[config.mk]
export PLATFORM = sky130hd
export DESIGN_NAME = pc_fetch_ctrl
export DESIGN_NICKNAME = d
export VERILOG_FILES = /design/src/rtl/pc_fetch_ctrl_pkg.sv /design/src/rtl/pc_fetch_ctrl_next_sel.sv /design/src/rtl/pc_fetch_ctrl.sv
export SDC_FILE = /design/constraint.sdc
export NUM_CORES = 1
export LEC_CHECK = 0
export ABC_AREA = 1
export CAP_MARGIN = 20
export CORE_UTILIZATION = 50
export DETAILED_ROUTE_END_ITERATION = 7
export PLACE_DENSITY = 0.85
export SLEW_MARGIN = 10
export SYNTH_ARGS = -nofsm -noshare
export SYNTH_HDL_FRONTEND = slang
export SYNTH_SLANG_ARGS = --single-unit
[constraint.sdc]
create_clock -name clk -period 3.61 [get_ports clk]
set_input_delay 0.5415 -clock clk [delete_from_list [all_inputs] [get_ports clk]]
set_output_delay 0.5415 -clock clk [all_outputs]
set_load 0.005 [all_outputs]
[src/rtl/pc_fetch_ctrl_pkg.sv]
// Shared constants and state encoding for the fetch PC controller.
package pc_fetch_ctrl_pkg;

   localparam logic [31:0] PC_RESET   = 32'h0000_3000;
   localparam logic [31:0] EXC_VECTOR = 32'h0000_4180;
   localparam logic [31:0] TEXT_LO    = 32'h0000_3000;
   localparam logic [31:0] TEXT_HI    = 32'h0000_6FFC;
   localparam logic [4:0]  EXC_ADEL   = 5'd4;

   typedef enum logic {
      RUN  = 1'b0,
      PEND = 1'b1
   } fetch_state_e;

endpackage

[src/rtl/pc_fetch_ctrl_next_sel.sv]
// Combinational priority select of next PC, state and latched branch target.
module pc_next_sel
   import pc_fetch_ctrl_pkg::*;
(
   input  fetch_state_e state_i,
   input  logic [31:0]  pc_i,
   input  logic [31:0]  tgt_i,
   input  logic         advance_i,
   input  logic         exc_req_i,
   input  logic         eret_req_i,
   input  logic [31:0]  epc_i,
   input  logic         br_req_i,
   input  logic [31:0]  br_target_i,
   output logic [31:0]  pc_o,
   output fetch_state_e state_o,
   output logic [31:0]  tgt_o,
   output logic         redirect_o
);

   always_comb begin
      pc_o       = pc_i;
      state_o    = state_i;
      tgt_o      = tgt_i;
      redirect_o = 1'b0;
      if (exc_req_i) begin
         pc_o       = EXC_VECTOR;
         state_o    = RUN;
         tgt_o      = '0;
         redirect_o = 1'b1;
      end else if (eret_req_i) begin
         pc_o       = epc_i;
         state_o    = RUN;
         tgt_o      = '0;
         redirect_o = 1'b1;
      end else if (br_req_i) begin
         if (advance_i) begin
            pc_o       = br_target_i;
            state_o    = RUN;
            redirect_o = 1'b1;
         end else begin
            // F is held: park the target until the fetch can move
            tgt_o   = br_target_i;
            state_o = PEND;
         end
      end else if (advance_i) begin
         if (state_i == PEND) begin
            pc_o       = tgt_i;
            state_o    = RUN;
            redirect_o = 1'b1;
         end else begin
            pc_o = pc_i + 32'd4;
         end
      end
   end

endmodule

[src/rtl/pc_fetch_ctrl.sv]
// Fetch PC register and branch-pending state machine.
// Optional PC_ALIGN_CHECK_EN enables the fetch address error flag.
module pc_fetch_ctrl
   import pc_fetch_ctrl_pkg::*;
(
   input  logic        clk,
   input  logic        reset,
   input  logic        stall_i,
   input  logic        im_ready_i,
   input  logic        exc_req_i,
   input  logic        eret_req_i,
   input  logic [31:0] epc_i,
   input  logic        br_req_i,
   input  logic [31:0] br_target_i,
   output logic [31:0] pc_o,
   output logic        pend_o,
   output logic        redirect_o,
   output logic        adel_o,
   output logic [4:0]  exccode_o
);

   fetch_state_e state_q, state_d;
   logic [31:0]  pc_q, pc_d;
   logic [31:0]  tgt_q, tgt_d;
   logic         redirect_q, redirect_d;
   logic         advance;

   assign advance = !stall_i && im_ready_i;

   pc_next_sel u_next_sel (
      .state_i     (state_q),
      .pc_i        (pc_q),
      .tgt_i       (tgt_q),
      .advance_i   (advance),
      .exc_req_i   (exc_req_i),
      .eret_req_i  (eret_req_i),
      .epc_i       (epc_i),
      .br_req_i    (br_req_i),
      .br_target_i (br_target_i),
      .pc_o        (pc_d),
      .state_o     (state_d),
      .tgt_o       (tgt_d),
      .redirect_o  (redirect_d)
   );

   always_ff @(posedge clk) begin
      if (reset) begin
         pc_q       <= PC_RESET;
         state_q    <= RUN;
         tgt_q      <= '0;
         redirect_q <= 1'b0;
      end else begin
         pc_q       <= pc_d;
         state_q    <= state_d;
         tgt_q      <= tgt_d;
         redirect_q <= redirect_d;
      end
   end

   assign pc_o       = pc_q;
   assign pend_o     = (state_q == PEND);
   assign redirect_o = redirect_q;

`ifdef PC_ALIGN_CHECK_EN
   // Flag only; the exception itself comes back in through exc_req_i
   assign adel_o    = (pc_q[1:0] != 2'b00) || (pc_q < TEXT_LO) || (pc_q > TEXT_HI);
   assign exccode_o = adel_o ? EXC_ADEL : 5'd0;
`else
   assign adel_o    = 1'b0;
   assign exccode_o = 5'd0;
`endif

endmodule

==> run metrics, run 1 <==
H-tree levels=3; syn_area_per_cell=6.20 um^2; die extent in y=94.5 um; Achievable Freq=0.450 GHz; Worst Hold Path Cells=2; setup bufs post-CTS=0; Antenna diodes=0; initial antenna violation count=0; crit path time final=2.22 ns; VDD IR-drop max=180 uV; worst r2r dst=pc_o[16]$_SDFFE_PP0P_; Hold Crit Class=flop to flop; total die area=0.00892 mm^2; RSZ-0062 raised after global routing=no; DR pass1 iterations=5; global-route wire length before repair=21600 um; fin nets=847; Worst-path clk slew=0.07 ns; # setup viols final=0; fin. max-slew vios=0; Final Hold Fails=0; count of cell types in the netlist=35; outcome=complete, no violations; main flop type after synthesis=dfxtp_1; total wire length=13200 um; CTS Sinks=66; cts hold-fix bufs=0; post-DR vias/cell=5.48; Max FO, Critical Path=37; crit path launch type=input pin; Clock Latency Late Sink=0.35 ns; sequential-to-total area share from yosys stat=30.9%; Reg2Reg Depth=10; Worst Tran Pin Value=1.08 ns; fraction of layout cells with a size suffix above 1=8.46%; Yosys warnings=0; Starting Density=51.8%; Worst EP arrival=2.46 ns; dpl cells=869; clk_skew=0.0116 ns; Hold EP=tgt_q[27]$_SDFFE_PP0P_; chip width=94.5 um; Leakage=2.06 nW; Netlist Area Pre-Place=0.00427 mm^2; reg2reg start=pc_o[2]$_SDFFE_PP0P_; Longest Clk Path Bufs=2; Slew headroom=27.7%; RD Place Congestion=0.934; gr usage total=30.9%; Post-DRT Antenna Nets=0; Root Buffer Master=clkbuf_8; Max-Cap Viols=0; Mapped Cells=689; post-synthesis register bit count=66; grt ovf=0; hold_sp=tgt_q[27]$_SDFFE_PP0P_; CTS tree=done; detailed-route via count=4854; largest net degree at the start of global routing=51; PwrDens=331 mW/mm^2; r2r setup slk=1.62 ns; drt drc=0; DRT iter0 DRCs=359; async set-reset flop share out of synthesis=0%; Resized cells post-CTS=0; Setup crit end kind=flop; io pins=111; Placeable Area=0.00826 mm^2; CTS Buf Count=9; Detail Placement HPWL=9500 um; IO Port Bufs=104; row count=33; Routed WL per cell=14.9 um; WP data required=3.85 ns; EDFF count, synth=0; critical path class=input pin to flop; P&R area growth vs syn=28.5%; vias in the first global route=4526; Final TNS setup=0 ns; final std cells w/o fill=885; Tcrit/Tclk final=61.5%
-- flip-flops by register name (all words and copies together), names as in the netlist, named ones only --
register    flops
redirect_o      1
pend_o          1
tgt_q          32
pc_o           30
-- metal layers --
layer	routed length (um)	global-route usage, %
met1	5620	38.0
met2	6210	53.4
met3	1060	5.39
met4	345	11.7
met5	0	0
-- area by class of cell --
class | instances | area, um^2
clock inverter | 1 | 30.0
fill | 768 | 2770
tap | 105 | 131
clock buffer | 15 | 186
timing repair buffer | 111 | 1090
sequential | 66 | 1320
multi-input combinational | 527 | 2500
inverter | 60 | 225
-- logic make-up after synthesis --
logic type	count (synthesis)	synth area share, %
xor gates and xnor gates	10	2.05
DFF	66	30.9
adders and majority gates	1	0.293
and+or+nand+nor	326	33.3
buffers and inverters	101	10.9
other	1	0.0877
AOI/OAI and AO/OA	184	22.4
-- worst max-delay path by stage --
stage | depth (start not counted) | slack (ns) | from | end
detailed placement | 7 | 1.06 | eret_req_i | pc_o[14]$_SDFFE_PP0P_
global placement | 7 | 1.13 | eret_req_i | pc_o[7]$_SDFFE_PP0P_
finish | 7 | 1.39 | eret_req_i | pc_o[8]$_SDFFE_PP0P_
global route | 7 | 1.24 | eret_req_i | pc_o[8]$_SDFFE_PP0P_
CTS | 7 | 1.41 | eret_req_i | pc_o[14]$_SDFFE_PP0P_
floorplan | 7 | 2.08 | br_req_i | tgt_q[30]$_SDFFE_PP0P_
-- critical path: stages --
cell and delay, ns:
clkdlybuf4s50_1 0.47, buf_4 0.39, nor2_2 0.11, inv_2 0.42
nand2_1 0.24, a21oi_1 0.20, a21oi_1 0.08
-- report_power, final --
part           total [mW]  internal, mW  switching, mW
sequential          0.796         0.757         0.0389
combinational       0.343         0.170          0.173
clock               0.677         0.396          0.282
-- cell usage in the layout (no fill, tap or decap), types with 8 or more instances in the layout --
cell,instances
inv_1,56
clkdlybuf4s50_1,104
o21ai_0,66
a21oi_1,101
nor2_2,9
nand2_1,178
nand3_1,35
dfxtp_1,66
or2_2,14
nor2_1,69
xor2_1,8
clkbuf_8,13
-- stage by stage --
step	setup slack (ns)	util (%)	cell area, um^2	hold WS (ns)	power [mW]
global route	1.24	66.5	5490	0.481	1.89
detailed placement	1.06	63.9	5280	0.448	1.15
floorplan	2.08	-	4290	0.429	0.984
finish	1.39	66.5	5490	0.458	1.82
global placement	1.13	63.9	5280	0.438	1.14
CTS	1.41	66.5	5490	0.459	1.81
-- cells in the mapped netlist (3+ instances only) --
cell / instances / area [um^2]
nand4_1: 3 / 18.8
or2_2: 14 / 87.6
o21ai_0: 66 / 330
nor2_4: 7 / 78.8
clkbuf_8: 4 / 55.1
xor2_1: 8 / 70.1
o211ai_1: 5 / 37.5
inv_1: 56 / 210
dfxtp_1: 66 / 1320
clkbuf_1: 21 / 78.8
nand3_1: 35 / 175
nor2_1: 69 / 259
nor2_2: 9 / 56.3
a21oi_1: 101 / 505
a211oi_1: 3 / 22.5
nand2_1: 178 / 668
buf_2: 7 / 35.0
buf_4: 6 / 45.0
nand2_2: 7 / 43.8
inv_2: 3 / 11.3
Power figures use the tool's default switching activity.
==> run 2, diff against run 1 <==
- clock period: 3.61 -> 2.3 ns (I/O delays scaled with it)
==> run metrics, run 2 (same netlist as run 1, synthesis figures left out) <==
fin nets=859 (+1.4%); io pins=111 (unchanged); Antenna diodes=0 (unchanged); Leakage=2.12 nW (+2.9%); commonest non-fill, non-tap cells in the layout=178 x nand2_1, 104 x clkdlybuf4s50_1, 101 x a21oi_1; Non-Filler Cell Area, Final=0.00559 mm^2 (+1.8%); VDD IR-drop max=289 uV (+61%); PwrDens=507 mW/mm^2 (+53%); Routed WL per cell=15.4 um (+3.3%); crit path launch type=flop; Placeable Area=0.00826 mm^2 (unchanged); drt drc=0 (unchanged); grt ovf=0 (unchanged); H-tree levels=3 (unchanged); vias in the first global route=4847 (+7.1%); multi-input logic area=0.00250 mm^2 (unchanged); Root Buffer Master=clkbuf_8; Tot Pwr=2.83 mW (+56%); Final Hold Fails=0 (unchanged); initial antenna violation count=0 (unchanged); Achievable Freq=0.543 GHz; commonest non-fill, non-tap cell in the layout=nand2_1; WP data required=2.59 ns (-1.26 ns); fill count=774 (+0.78%); Slew headroom=65.0% (+37 points); RSZ-0062 raised after global routing=no; setup ws final=0.458 ns (-0.932 ns); crit path time final=1.84 ns; row count=33 (unchanged); cts hold-fix bufs=0 (unchanged); Final TNS setup=0 ns (unchanged); Starting Density=51.8% (unchanged); total wire length=13800 um (+4.7%); hold slack=0.459 ns (+0.00112 ns); max reg flops=32 (unchanged); DRT iter0 DRCs=318 (-11%); final std cells w/o fill=897 (+1.4%); Worst-path clk slew=0.08 ns (about the same); largest net degree at the start of global routing=51 (unchanged); setup bufs post-CTS=0 (unchanged); # setup viols final=0 (unchanged); FF/Latch Area=0.00132 mm^2 (unchanged); Tcrit/Tclk final=80.1%; hold_sp=tgt_q[20]$_SDFFE_PP0P_; critical path class=flop to flop; IO Port Bufs=104 (unchanged); global-route wire length before repair=22600 um (+4.5%); outcome=complete, no violations; die extent in y=94.5 um (unchanged); fraction of layout cells with a size suffix above 1=10.1% (+1.6 points); Placed Area=0.00539 mm^2 (+2.2%); dpl cells=881 (+1.4%); Detail Placement HPWL=10100 um (+5.9%); Max-Cap Viols=0 (unchanged); chip width=94.5 um (unchanged); Post-DRT Antenna Nets=0 (unchanged); post-layout util=67.7% (+1.2 points); Max FO, Critical Path=5 (-86%); total die area=0.00892 mm^2 (unchanged); Reg with most FFs=tgt_q; Clock Latency Late Sink=0.36 ns (about the same); fin. max-slew vios=0 (unchanged); gr usage total=32.5% (+1.7 points); CTS Buf Count=9 (unchanged); Hold Crit Class=flop to flop; Worst EP arrival=2.13 ns (-0.33 ns); Resized cells post-CTS=0 (unchanged); Worst Tran Pin Value=0.520 ns (-0.563 ns); CTS Sinks=66 (unchanged); worst setup path startpoint=pc_o[3]$_SDFFE_PP0P_; reg2reg start=pc_o[3]$_SDFFE_PP0P_; DR pass1 iterations=7 (+2); Longest Clk Path Bufs=2 (unchanged); clk_skew=0.0153 ns (+0.00378 ns); Place WS=0.277 ns (-0.781 ns); RD Place Congestion=0.959 (+2.8%); detailed-route via count=4874 (+0.41%); P&R area growth vs syn=30.9%; Setup crit end kind=flop; CTS tree=done; post-DR vias/cell=5.43 (-0.93%)
## run 2: path summary, 6_finish.rpt
| check | end | slack (ns) | cells past startpoint |
|---|---|---|---|
| setup / recovery | pc_o[20]$_SDFFE_PP0P_ | 0.46 | 11 |
| hold reg to reg | tgt_q[20]$_SDFFE_PP0P_ | 0.46 | 2 |
| hold / removal | tgt_q[20]$_SDFFE_PP0P_ | 0.46 | 2 |
| setup reg to reg | pc_o[20]$_SDFFE_PP0P_ | 0.46 | 11 |
## run 2: routing by layer
layer,global-route usage (%),wire length (um)
met1,39.3,5730
met2,56.6,6780
met3,6.92,1100
met4,12.0,234
met5,0,0
## run 2: layout make-up
class	instances	share of cell area [%]
inverter	60	4.03
clock inverter	6	1.16
multi-input combinational	527	44.8
clock buffer	10	2.46
timing repair buffer	123	21.6
sequential	66	23.6
tap	105	2.35
## run 2: report_power, final
part,total [mW],leakage (nW),switching [mW],internal [mW]
clock network,1.02,0.103,0.487,0.532
logic,0.566,1.48,0.281,0.285
registers,1.25,0.539,0.0618,1.19
total,2.83,2.12,0.830,2.00
## run 2: worst max-delay path: stages (launching register included)
cell      delay (ns)
dfxtp_1         0.42
ha_1            0.28
inv_1           0.12
nor2_4          0.21
nand3_2         0.16
o21bai_1        0.16
nand2_1         0.08
nand2_1         0.06
nand2_1         0.06
nand2_1         0.08
nand2_1         0.05
a21oi_1         0.10
==> edit (flow settings as in run 1) <==
Build with the macro `PC_ALIGN_CHECK_EN` defined.
--- a/src/rtl/pc_fetch_ctrl.sv
+++ b/src/rtl/pc_fetch_ctrl.sv
@@ -1,5 +1,7 @@
 // Fetch PC register and branch-pending state machine.
 // Optional PC_ALIGN_CHECK_EN enables the fetch address error flag.
+`define PC_ALIGN_CHECK_EN
+
 module pc_fetch_ctrl
    import pc_fetch_ctrl_pkg::*;
 (
Formal check against the unedited RTL: not equivalent (Yosys sat finds a counterexample within 4 cycles, from zero or initial values and one cycle with reset high).
==> edit against run 1 <==
- setup slack got worse by 0.45 ns
- design area rose by 0.41%
- area after synthesis fell by 0.29%
- core utilization rose by 0.61 points
- total power rose by 0.55%
- sequential cell count did not move
- clock skew rose by 0.0011 ns
- routed wire length rose by 13%
- largest power group unchanged
- critical path type is now flip-flop to output pin
- critical endpoint is now exccode_o[2]
==> edit: results (changes against run 1) <==
# diodes=0 (unchanged); CP max FO=6 (-84%); Commonest cells post-synth=176 x nand2_1, 102 x a21oi_1, 68 x nor2_1, 68 x o21ai_0, 66 x dfxtp_1; vias in the first global route=4592 (+1.5%); Reg-to-Reg Start=pc_o[2]$_SDFFE_PP0P_; clock transition at the registers of the reported paths=0.09 ns (+0.02 ns); Clk Latency, worst-skew pair=0.35 ns (about the same); Ys Warns=0 (unchanged); Synth Flop Type=dfxtp_1; Layout Nets=855 (+0.94%); first-pass GRT wire length=22700 µm (+5.1%); IO buf count=106 (+1.9%); top cells by area, synth=dfxtp_1 31%, nand2_1 16%, a21oi_1 12%; initial antenna violation count=0 (unchanged); hold path start=tgt_q[24]$_SDFFE_PP0P_; pre-CTS setup slack=1.02 ns (-0.0328 ns); Worst Skew=0.0126 ns (+0.00107 ns); Mapped Cells=694 (+0.73%); flop2flop setup slack=1.43 ns (-0.19 ns); R2R cell count=7 (-3); P_leak=2.10 nW (+1.6%); Post-CTS Setup Bufs=0 (unchanged); htree depth=3 (unchanged); share of layout cells above drive strength 1=7.87% (-0.59 points); delay-heaviest family, CP=buffers and inverters; Hold Path Depth=2 (unchanged); post-synthesis sequential area ratio=31.0% (+0.091 points); number of clock buffers inserted by TritonCTS=9 (unchanged); most flop-heavy register=tgt_q; DP HPWL=11300 µm (+19%); Worst path max stage delay=0.51 ns (+0.04 ns); Worst Hold End=tgt_q[24]$_SDFFE_PP0P_; CP max stage cell=clkdlybuf4s50_1; Max-slew headroom=35.2% (+7.4 points); placed cell count=877 (+0.92%); largest net degree at the start of global routing=51 (unchanged); post-synthesis cell type count=31 (-11%); worst vdd ir=0.186 mV (+3.4%); vias per std cell=5.60 (+2.1%); Clock Path Buffers=2 (unchanged); total number of vias=5002 (+3.0%); R2R Path End=pc_o[8]$_SDFFE_PP0P_; RePlAce Congestion=0.917 (-1.8%); crit path DAT=2.13 ns (-0.33 ns); status=completed; aggregate global-route resource usage=34.2% (+3.4 points); routed wire length=14900 µm (+13%); Iter 0 DRT Violations=324 (-9.7%)
## edit: changes by cell type after synthesis, sizes merged, moves of 4 or more
cell and change:
nand3 +6, nand2 -5, o21ai +5, nand4 +4
## edit: worst max-delay path by stage
stage                     startpoint      endpoint  slack (ns)  depth (start not counted)
2_1_floorplan  pc_o[22]$_SDFFE_PP0P_  exccode_o[2]        1.98                          5
3_3_place_gp              eret_req_i     flip-flop        1.09                          5
3_5_place_dp              eret_req_i     flip-flop        1.02                          5
4_1_cts        pc_o[22]$_SDFFE_PP0P_  exccode_o[2]        0.94                          5
5_1_grt        pc_o[17]$_SDFFE_PP0P_  exccode_o[2]        0.85                          5
6_report       pc_o[22]$_SDFFE_PP0P_  exccode_o[2]        0.94                          5
## edit: logic make-up after synthesis
| logic type | share of synthesized area [%] |
|---|---|
| flip-flops | 31.0 |
| XOR/XNOR | 1.64 |
| buffers and inverters | 10.3 |
| other | 0.0880 |
| AND/OR/NAND/NOR | 34.5 |
| AO/OA/AOI/OAI | 22.2 |
| adder cells (fa/ha/maj) | 0.294 |
## edit: where the power goes
group | leakage, nW | switching, W | total, W | internal [W]
registers | 0.539 | 0.0000421 | 0.000799 | 0.000757
clock network | 0.105 | 0.000326 | 0.000653 | 0.000326
logic | 1.45 | 0.000196 | 0.000375 | 0.000179
## edit: layout make-up
class / count / area, µm²
fillers: 771 / 2700
multi-input cells: 532 / 2510
flip-flops and latches: 66 / 1320
repair buffers: 115 / 1130
inverters: 59 / 221
well taps: 105 / 131
clock buffers: 9 / 124
clock inverters: 7 / 77.6
## edit: routing by layer
metal	up-vias	GRT usage [%]	wire length [µm]
met5	-	0	0
met4	0	22.9	929
met3	67	5.91	965
met2	260	57.7	7050
met1	2237	39.6	5950
li1	2438	-	-
## edit: metrics by stage
step,utilization (%),cell area (µm²),power (W),hold WS (ns)
floorplan,-,4270,0.000993,0.429
global placement,64.7,5310,0.00118,0.439
detailed placement,64.7,5310,0.00118,0.446
CTS,67.1,5520,0.00182,0.460
global route,67.1,5520,0.00190,0.483
finish,67.1,5520,0.00183,0.459
## edit: worst reg2reg max path, stage by stage, from the launching register on
cell and delay, ns:
dfxtp_1 0.46, ha_1 0.23, nand3_1 0.24, nor2_4 0.26, xnor2_1 0.18, o21ai_0 0.11
o21ai_0 0.44, a21oi_1 0.13
